==> config.mk <==
export PLATFORM = sky130hd
export DESIGN_NAME = rr_arbiter_4
export DESIGN_NICKNAME = d
export VERILOG_FILES = /design/src/rtl/rr_arbiter_4.sv
export SDC_FILE = /design/constraint.sdc
export NUM_CORES = 1
export LEC_CHECK = 0
export ABC_AREA = 1
export CELL_PAD_IN_SITES_DETAIL_PLACEMENT = 0
export CELL_PAD_IN_SITES_GLOBAL_PLACEMENT = 2
export CORE_MARGIN = 1.5
export CORE_UTILIZATION = 30
export CTS_BUF_LIST = sky130_fd_sc_hd__clkbuf_2
export DETAILED_ROUTE_END_ITERATION = 6
export PLACE_DENSITY = 0.76
export SLEW_MARGIN = 5
export SYNTH_ARGS = -nofsm -noshare
export SYNTH_HDL_FRONTEND = slang
export SYNTH_SLANG_ARGS = --single-unit
==> constraint.sdc <==
create_clock -name clk -period 2.1 [get_ports clk]
set_input_delay 0.21 -clock clk [delete_from_list [all_inputs] [get_ports clk]]
set_output_delay 0.21 -clock clk [all_outputs]
set_load 0.01 [all_outputs]
==> src/rtl/rr_arbiter_4.sv <==
// ============================================================================
//  Module   : rr_arbiter_4
//  Purpose  : Four-requester arbiter with registered one-hot grant, encoded
//             index, grant hold and hold-limit preemption. Defining
//             RR_ARB_ROTATE_EN selects rotating priority; otherwise fixed 3>2>1>0.
//  Revision : 1.0 - initial release
// ============================================================================
`default_nettype none

module rr_arbiter_4 #(
  parameter int MAX_HOLD = 8,
  parameter int HOLD_W   = (MAX_HOLD < 2) ? 1 : $clog2(MAX_HOLD + 1)
) (
  input  logic       clk,
  input  logic       rst_n,
  input  logic [3:0] req,
  output logic [3:0] gnt,
  output logic [1:0] gnt_idx,
  output logic       gnt_valid,
  output logic       preempt
);

  typedef enum logic [0:0] {
    ST_IDLE  = 1'b0,
    ST_GRANT = 1'b1
  } state_t;

  localparam int              c_HOLD_LIM_I = (MAX_HOLD > 0) ? (MAX_HOLD - 1) : 0;
  localparam logic [HOLD_W-1:0] c_HOLD_LIM = c_HOLD_LIM_I[HOLD_W-1:0];
  localparam logic [HOLD_W-1:0] c_HOLD_ONE = 1;

  state_t              state_q, state_d;
  logic [1:0]          last_q, last_d;
  logic [HOLD_W-1:0]   hold_q, hold_d;
  logic [3:0]          gnt_q, gnt_d;
  logic [1:0]          gnt_idx_q, gnt_idx_d;
  logic                gnt_valid_q, gnt_valid_d;
  logic                preempt_q, preempt_d;

  logic [1:0]          w_base;
  logic [3:0]          w_others;
  logic [1:0]          w_win_all;
  logic [1:0]          w_win_oth;
  logic                w_owner_req;

  // Search order is base-1, base-2, base-3, base (mod 4); base 0 yields 3,2,1,0.
  function automatic logic [1:0] pick(input logic [3:0] m, input logic [1:0] base);
    logic [1:0] cand;
    pick = base;
    for (int off = 4; off >= 1; off--) begin
      cand = base - 2'(off);
      if (m[cand]) pick = cand;
    end
  endfunction

`ifdef RR_ARB_ROTATE_EN
  assign w_base = last_q;
`else
  assign w_base = 2'd0;
`endif

  assign w_owner_req = req[last_q];
  assign w_others    = req & ~(4'b0001 << last_q);
  assign w_win_all   = pick(req, w_base);
  assign w_win_oth   = pick(w_others, w_base);

  always_comb begin
    state_d     = state_q;
    last_d      = last_q;
    hold_d      = hold_q;
    gnt_d       = gnt_q;
    gnt_idx_d   = gnt_idx_q;
    gnt_valid_d = gnt_valid_q;
    preempt_d   = 1'b0;

    case (state_q)
      ST_IDLE: begin
        if (|req) begin
          state_d     = ST_GRANT;
          last_d      = w_win_all;
          hold_d      = '0;
          gnt_d       = 4'b0001 << w_win_all;
          gnt_idx_d   = w_win_all;
          gnt_valid_d = 1'b1;
        end
      end

      ST_GRANT: begin
        if (!w_owner_req) begin
          // Owner released: hand over on the same edge, or fall back to idle.
          if (|req) begin
            last_d      = w_win_all;
            hold_d      = '0;
            gnt_d       = 4'b0001 << w_win_all;
            gnt_idx_d   = w_win_all;
            gnt_valid_d = 1'b1;
          end else begin
            state_d     = ST_IDLE;
            hold_d      = '0;
            gnt_d       = 4'b0000;
            gnt_idx_d   = 2'd0;
            gnt_valid_d = 1'b0;
          end
        end else if (MAX_HOLD != 0 && hold_q == c_HOLD_LIM) begin
          // Hold limit reached: counter saturates until a competitor shows up.
          if (|w_others) begin
            last_d      = w_win_oth;
            hold_d      = '0;
            gnt_d       = 4'b0001 << w_win_oth;
            gnt_idx_d   = w_win_oth;
            gnt_valid_d = 1'b1;
            preempt_d   = 1'b1;
          end
        end else if (MAX_HOLD != 0) begin
          hold_d = hold_q + c_HOLD_ONE;
        end
      end

      default: begin
        state_d     = ST_IDLE;
        hold_d      = '0;
        gnt_d       = 4'b0000;
        gnt_idx_d   = 2'd0;
        gnt_valid_d = 1'b0;
      end
    endcase
  end

  always_ff @(posedge clk or negedge rst_n) begin
    if (!rst_n) begin
      state_q     <= ST_IDLE;
      last_q      <= 2'd0;
      hold_q      <= '0;
      gnt_q       <= 4'b0000;
      gnt_idx_q   <= 2'd0;
      gnt_valid_q <= 1'b0;
      preempt_q   <= 1'b0;
    end else begin
      state_q     <= state_d;
      last_q      <= last_d;
      hold_q      <= hold_d;
      gnt_q       <= gnt_d;
      gnt_idx_q   <= gnt_idx_d;
      gnt_valid_q <= gnt_valid_d;
      preempt_q   <= preempt_d;
    end
  end

  assign gnt       = gnt_q;
  assign gnt_idx   = gnt_idx_q;
  assign gnt_valid = gnt_valid_q;
  assign preempt   = preempt_q;

endmodule

`default_nettype wire

==> summary.md, run 1 <==
The run finished with clean final reports. Once detail routing completed, the nets flagged for antenna violations numbered 0. The worst stage delay on the critical path was 540 ps.

Deepest clock path buffer count: 2. Leaving out fill and tap cells, the most frequent cell in the layout is sky130_fd_sc_hd__nand2_1. For this run the aggregate overflow at the end of global routing stands at 0. For the number of remaining DRC errors, the log shows 0. The number of buffers added on ports was 13. Routed length per placed instance: 11.2 µm. Counting the buffers created by CTS gives 3.

Area growth from synthesis to final layout: 17.8%. The arrival time reported for the critical path endpoint is 1760 ps, and the maximum operating frequency is 630 MHz. The placed instances occupy a cell area of 1130 µm². For this design the total switching power over the nets is 642 µW.

The sum of negative setup slack was 0 ps; the die boundary width was 60.0 µm. The sequential share of power is 36.1%, and the synthesized netlist cell count is 133. Hold repair after CTS inserted 0 buffers. IR analysis of the VDD net gives a maximum drop of 330 µV.

After clock tree synthesis, the clock-pin slew on the worst setup and hold paths is 140 ps. Power spread over the standard cell area amounts to 1210 nW/µm². The number of antenna diodes in the final layout is 0. TritonCTS built the clock tree.

In the layout the commonest cells are sky130_fd_sc_hd__nand2_1, sky130_fd_sc_hd__dfrtp_1, sky130_fd_sc_hd__clkdlybuf4s50_1. For this block, the routed nets add up to 2.14 mm of wire. The share of cells above drive strength 1 was 17.7%; the number of nets produced by synthesis was 140. The clock network accounts for 10.0% of the total power. The run gives 37.4% as the core utilization of the finished layout. Between clock sinks in the finished design, the worst skew comes to 5.69 ps. Setup repair after global routing left no endpoint under its margin. The number of gates resized after CTS was 0. Total non-filler cell area in the finished layout: 1150 µm².

Combinational logic is responsible for 53.9% of the overall power. For the total half-perimeter wirelength after legalization and detailed placement, the log shows 1.63 mm. The synthesized area divided by synthesized cell count was 7.34 µm²; the post-detailed-route via-to-cell ratio was 4.40. The run gives 52.3% as the relative slew slack. Reg-to-reg endpoint: last_q[1]$_DFFE_PN0P_. The number of setup buffers added after CTS is 0. Of the synthesized area, sequential elements account for 38.5%.

Summing all multi-input logic gate instances after layout gives 536 µm². In this run the standard cell core region covers 3080 µm². Filler cell count in the final layout: 342. The startpoint class of the critical path was a flop. The via count of the first global-routing pass is 811, and the total via count in the routed design is 841. Across all hold checks on the routed design, the worst slack comes to 340 ps. The number of hold violations in the final report is 0, and the net count reported at finish is 155. The run gives 29 as the number of DRC violations after detailed-routing iteration 0. The internal power of the cells totals 752 µW.

Global routing used 13.6% of the available tracks across all layers. The initialized floorplan defines 20 standard-cell rows. The clock sink count is 15.

The later pin in the worst-skew pair is clocked with a latency of 270 ps. In this run the register-to-register setup slack is 510 ps. The count of pins over their slew limit was 0. The floorplan step defined a die boundary enclosing 3600 µm².

The initial antenna violation count was 0. The number of optimization iterations in the first detailed-route pass is 4, and the maximum fanout count along the critical path is 11. For this run, the number of Yosys warnings is 0.

The transition at the pin with the smallest max-transition slack is 713 ps. The first global-routing pass estimated 3.61 mm of wire. Counting flops and latches in the post-synthesis netlist gives 15. The effective utilization at floorplan was 31.7%.

Element type at the critical path end: a flop. The sequential cell area came out at 375 µm². For the cell area after synthesis, the log shows 976 µm². The run gives 1 as the total number of H-tree levels.

Traced cell by cell, the critical path runs through inv_1 -> nand2_1 -> nand2_2 -> nand2_4 -> o21ai_4 -> nand2_4 -> o211ai_1 -> nand2_1. Across the run, the number of max-cap violations was 0. The cell at the root of the clock tree was sky130_fd_sc_hd__clkbuf_2.

The floorplan step set the die height to 60.0 µm. The data required time at the worst endpoint came out at 2270 ps. The min-delay analysis places its worst path in the category primary input to asynchronous set/reset pin. Setup violations remaining at the end of the flow were counted as 0. Kind of critical path: flop to flop. The worst reg2reg path startpoint is last_q[0]$_DFFE_PN0P_.

For this design the static power due to leakage is 0.581 nW. The largest net degree at the start of global routing is 16, and the number of placed I/O pins is 14. Net switching is 46.1% of the power. The slowest stage cell on the critical path was sky130_fd_sc_hd__dfrtp_1.

Yosys mapped the design onto 25 distinct sky130hd cell types. At the end of routability-driven placement, the weighted congestion stood at 0.792. In the finished design, the share of the clock period the worst path needs comes to 75.6%.

The path depth of the worst reg2reg path was 8; the time the final worst path needs with I/O delays and setup was 1590 ps. Overall power consumption after layout is estimated at 1.39 mW.
-- final cells by class --
type,count,share of cell area [%]
inverter,7,2.29
sequential,15,32.6
timing repair buffer,14,12.0
clock buffer,4,1.74
multi-input combinational,107,46.6
tap,44,4.79
-- sequential cells by signal (all words and copies together) (netlist names) --
signal	flops
gnt	4
state_q	1
gnt_valid	1
gnt_idx	2
preempt	1
last_q	2
hold_q	4
-- stage by stage --
stage,worst slack [ps],cells
2_1_floorplan,771,133
3_3_place_gp,265,187
3_5_place_dp,232,187
4_1_cts,491,191
5_1_grt,314,191
6_report,512,191
-- Yosys cell counts --
| cell type | number | area, µm² |
|---|---|---|
| sky130_fd_sc_hd__nand2_4 | 4 | 45.0 |
| sky130_fd_sc_hd__dfrtp_1 | 15 | 375 |
| sky130_fd_sc_hd__inv_2 | 2 | 7.51 |
| sky130_fd_sc_hd__or2_2 | 1 | 6.26 |
| sky130_fd_sc_hd__buf_6 | 3 | 33.8 |
| sky130_fd_sc_hd__o211ai_1 | 1 | 7.51 |
| sky130_fd_sc_hd__o21ai_2 | 1 | 8.76 |
| sky130_fd_sc_hd__nand4_1 | 3 | 18.8 |
| sky130_fd_sc_hd__nor3_2 | 1 | 10.0 |
| sky130_fd_sc_hd__nor2_1 | 11 | 41.3 |
| sky130_fd_sc_hd__nand2_1 | 59 | 221 |
| sky130_fd_sc_hd__nand3_1 | 7 | 35.0 |
| sky130_fd_sc_hd__inv_1 | 5 | 18.8 |
| sky130_fd_sc_hd__clkbuf_2 | 1 | 5.00 |
| sky130_fd_sc_hd__o21ai_4 | 1 | 16.3 |
| sky130_fd_sc_hd__nand2_2 | 7 | 43.8 |
| sky130_fd_sc_hd__nor2_2 | 2 | 12.5 |
| sky130_fd_sc_hd__a21oi_2 | 1 | 8.76 |
| sky130_fd_sc_hd__o21ai_1 | 1 | 5.00 |
| sky130_fd_sc_hd__ha_1 | 1 | 12.5 |
| sky130_fd_sc_hd__o21ai_0 | 2 | 10.0 |
| sky130_fd_sc_hd__xor2_1 | 1 | 8.76 |
| sky130_fd_sc_hd__a21oi_1 | 1 | 5.00 |
| sky130_fd_sc_hd__nor2_4 | 1 | 11.3 |
| sky130_fd_sc_hd__o31ai_1 | 1 | 7.51 |
-- worst max path at each step --
stage | from | endpoint | slack [ps] | cells past startpoint
2_1_floorplan | hold_q[0]$_DFFE_PN0P_ | gnt_idx[1]$_DFFE_PN0P_ | 770 | 8
3_3_place_gp | req[3] | last_q[1]$_DFFE_PN0P_ | 260 | 8
3_5_place_dp | req[3] | last_q[1]$_DFFE_PN0P_ | 230 | 8
4_1_cts | last_q[0]$_DFFE_PN0P_ | last_q[1]$_DFFE_PN0P_ | 490 | 8
5_1_grt | last_q[0]$_DFFE_PN0P_ | hold_q[1]$_DFFE_PN0P_ | 310 | 9
6_report | last_q[0]$_DFFE_PN0P_ | last_q[1]$_DFFE_PN0P_ | 510 | 8
-- layer usage --
metal	GRT usage [%]	part of all wire [%]	routed length, µm	up-vias
li1	-	-	-	447
met1	18.8	51	1100	376
met2	21.3	45	963	16
met3	1.30	2.4	51	2
met4	6.03	1.4	31	0
met5	0	0	0	-
-- power groups by stage --
| stage | Clock [mW] | Sequential (mW) | Combinational, mW |
|---|---|---|---|
| 2_1_floorplan | 0 | 0.482 | 0.565 |
| 3_3_place_gp | 0 | 0.511 | 0.762 |
| 3_5_place_dp | 0 | 0.506 | 0.765 |
| 4_1_cts | 0.152 | 0.502 | 0.769 |
| 5_1_grt | 0.162 | 0.521 | 0.861 |
| 6_report | 0.139 | 0.503 | 0.752 |
-- worst max-delay path: cells and delay by family (launching register included) --
| kind | cells | cell delay [ps] |
|---|---|---|
| compound gates | 2 | 330 |
| buf+inv | 1 | 180 |
| flops | 1 | 540 |
| simple gates | 5 | 440 |
-- cells by family after synthesis --
| family | share of synthesized area (%) |
|---|---|
| flip-flops | 38.5 |
| AND/OR/NAND/NOR | 45.6 |
| XOR/XNOR | 0.898 |
| AO/OA/AOI/OAI | 7.05 |
| adder cells (fa/ha/maj) | 1.28 |
| buffers and inverters | 6.67 |
No activity file was read; power rests on OpenSTA's default activity.
==> inputs of run 2 (changes only) <==
clock period = 1.5 ns   (was 2.1 ns; I/O delays follow)
==> run 2 against run 1 <==
Sequential share of layout area down 5.2 points. Final area up 20%. Clock power up 37%. Hold slack worse by 160 ps. First-iteration DRC count down 31%. Largest power group unchanged. Combinational power up 93%. Via count up 8.8%. Cell count up 11%.
==> summary.md, run 2 (synthesis gave the netlist of run 1 again) <==
The run finished with clean final reports. The worst setup path is captured at a flop. The kind of critical path is flop to flop.

The die covers 3600 µm². The first detailed-routing pass ran for 4 iterations. After floorplanning, the core was sized to cover 3080 µm². The net count reported at finish is 176.

Static timing analysis puts the maximum clock frequency at 685 MHz. The first global-routing pass estimated 3.85 mm of wire. The logs give 212 for the number of standard cells in the layout, taps in and fillers out and 14 for the number of placed I/O pins. TritonCTS built the clock tree. For the worst-skew pair, the clock arrives at the later sink with an insertion delay of 270 ps. The number of remaining DRC errors came out at 0. 0 antenna diodes ended up in the layout.

The finished cells cover 1380 µm². The leakage power was 0.694 nW. The die height was 60.0 µm. Once the floorplan was initialized, standard cells occupied 31.7% of the core.

The layer flagged by global routing as most heavily used is met2. After detailed placement, the design holds a cell count of 200. The area growth from synthesis to final layout was 41.0%; the deepest clock path buffer count was 2.

For this run, global-route usage on met2 was measured as 23.6%. The die boundary width is 60.0 µm, and the placed standard-cell area is 1230 µm². The final antenna-violating net count is 0, and the final period utilization is 97.3%. The post-detailed-route via-to-cell ratio was 4.32. Leaving out fill and tap cells, the most frequent cells in the layout are sky130_fd_sc_hd__nand2_1, sky130_fd_sc_hd__buf_4, sky130_fd_sc_hd__dfrtp_1, sky130_fd_sc_hd__clkdlybuf4s50_1, sky130_fd_sc_hd__nand2_2.

The transition at the pin with the smallest max-transition slack came out at 315 ps. The tool flagged a number of max-cap violations equal to 0. The number of buffers added on ports is 13. The via count of the first global-routing pass is 828. Cell at the root of the clock tree: sky130_fd_sc_hd__clkbuf_2. For the count of pins over their slew limit, the log shows 0. Startpoint class of the critical path: a flop. In the final layout, the share of cells above drive strength 1 is 34.5%. For the final routed wirelength across all metal layers, the log shows 2.30 mm. The clock sink count was 15; the routed length per placed instance was 10.8 µm. After clock tree synthesis, the clock-pin slew on the worst setup and hold paths is 140 ps. Summing over every cut layer, the via total after detailed routing is 915. IR analysis of the VDD net gives a maximum drop of 545 µV.

In this run the worst path has a maximum fanout of 6. The logs give 0.649% for the met3 track utilization from global routing and 0 for the initial antenna violation count. At the worst endpoint, the required time is 1720 ps. Adding up every negative setup slack in the final design gives 0 ps. The total half-perimeter wirelength after legalization and detailed placement was 1.84 mm; the number of hold violations in the final report was 0. The worst path in the final design needs a cycle of 1460 ps, including I/O delays and setup. Setup violations remaining at the end of the flow were counted as 0.

The tools report the number of placement rows as 20. The setup clock skew after layout was 2.30 ps; the total number of H-tree levels was 1. Entering global routing, the biggest net connects 16 pins.

Total power for the finished layout comes to 2.33 mW. After the first detailed-routing iteration, the DRC count stood at 20. At the end of routability-driven placement, the weighted congestion stood at 0.777. Commonest non-fill, non-tap cell in the layout: sky130_fd_sc_hd__nand2_1. For the met1 capacity usage during global routing, the log shows 19.8%. Setup repair after global routing could not meet its margin everywhere. Data arrives at the worst endpoint at 1680 ps.

Buffers inserted during clock tree synthesis total 3. The worst hold path belongs to the class primary input to asynchronous set/reset pin. Headroom to the max-slew limit came out at 78.8%. Total power per unit cell area: 1690 nW/µm². The global-route usage over all layers is 14.1%, and the sum of overflow across all layers after global routing is 0.
[run 2: area by class of cell]
class / instances / area (µm²)
fillers: 342 / 1700
multi-input cells: 107 / 578
flip-flops and latches: 15 / 378
repair buffers: 35 / 319
well taps: 44 / 55.1
inverters: 7 / 26.3
clock buffers: 4 / 20.0
[run 2: path summary, 6_finish.rpt]
check	startpoint	endpoint	slack, ps	cells after the start
min in group clk	gnt_idx[1]$_DFFE_PN0P_	gnt_idx[1]$_DFFE_PN0P_	480	2
max reg2reg	last_q[1]$_DFFE_PN0P_	gnt[1]$_DFFE_PN0P_	40	9
max in group asynchronous	rst_n	last_q[0]$_DFFE_PN0P_	1130	2
min reg2reg	gnt_idx[1]$_DFFE_PN0P_	gnt_idx[1]$_DFFE_PN0P_	480	2
max	last_q[1]$_DFFE_PN0P_	gnt[1]$_DFFE_PN0P_	40	9
min	rst_n	hold_q[1]$_DFFE_PN0P_	180	2
[run 2: power by group]
group	switching (mW)	total, mW	internal [mW]
combinational	0.752	1.45	0.701
sequential	0.131	0.687	0.556
clock	0.119	0.190	0.0708
[run 2: critical path, cell delays in order, from the launching register on]
cell                      delay [ps]
sky130_fd_sc_hd__dfrtp_2         480
sky130_fd_sc_hd__buf_12          150
sky130_fd_sc_hd__nand3_1          70
sky130_fd_sc_hd__nand2_1          90
sky130_fd_sc_hd__nor2_4          120
sky130_fd_sc_hd__nor2_4           60
sky130_fd_sc_hd__buf_4           150
sky130_fd_sc_hd__a21oi_4         140
sky130_fd_sc_hd__nand2_1          80
sky130_fd_sc_hd__nand2_1          60
[run 2: stage by stage]
step	util, %	hold slack (ps)	worst slack [ps]
floorplan	-	-146	171
global placement	39.9	459	-173
detailed placement	39.9	462	-208
CTS	41.1	174	0.329
global route	44.7	166	-77.8
finish	44.7	181	41.2
[run 2: timing repair]
item                       CTS  global route
pin swaps                    2            14
buffers inserted             2             6
setup endpoints to repair    7            13
resized for setup            4            16
hold buffers                 0             0
[run 2: metal layers]
| layer | vias to the layer above | wire (µm) |
|---|---|---|
| met5 | - | 0 |
| met4 | 0 | 29 |
| met3 | 4 | 57 |
| met2 | 22 | 1050 |
| met1 | 404 | 1160 |
| li1 | 485 | - |
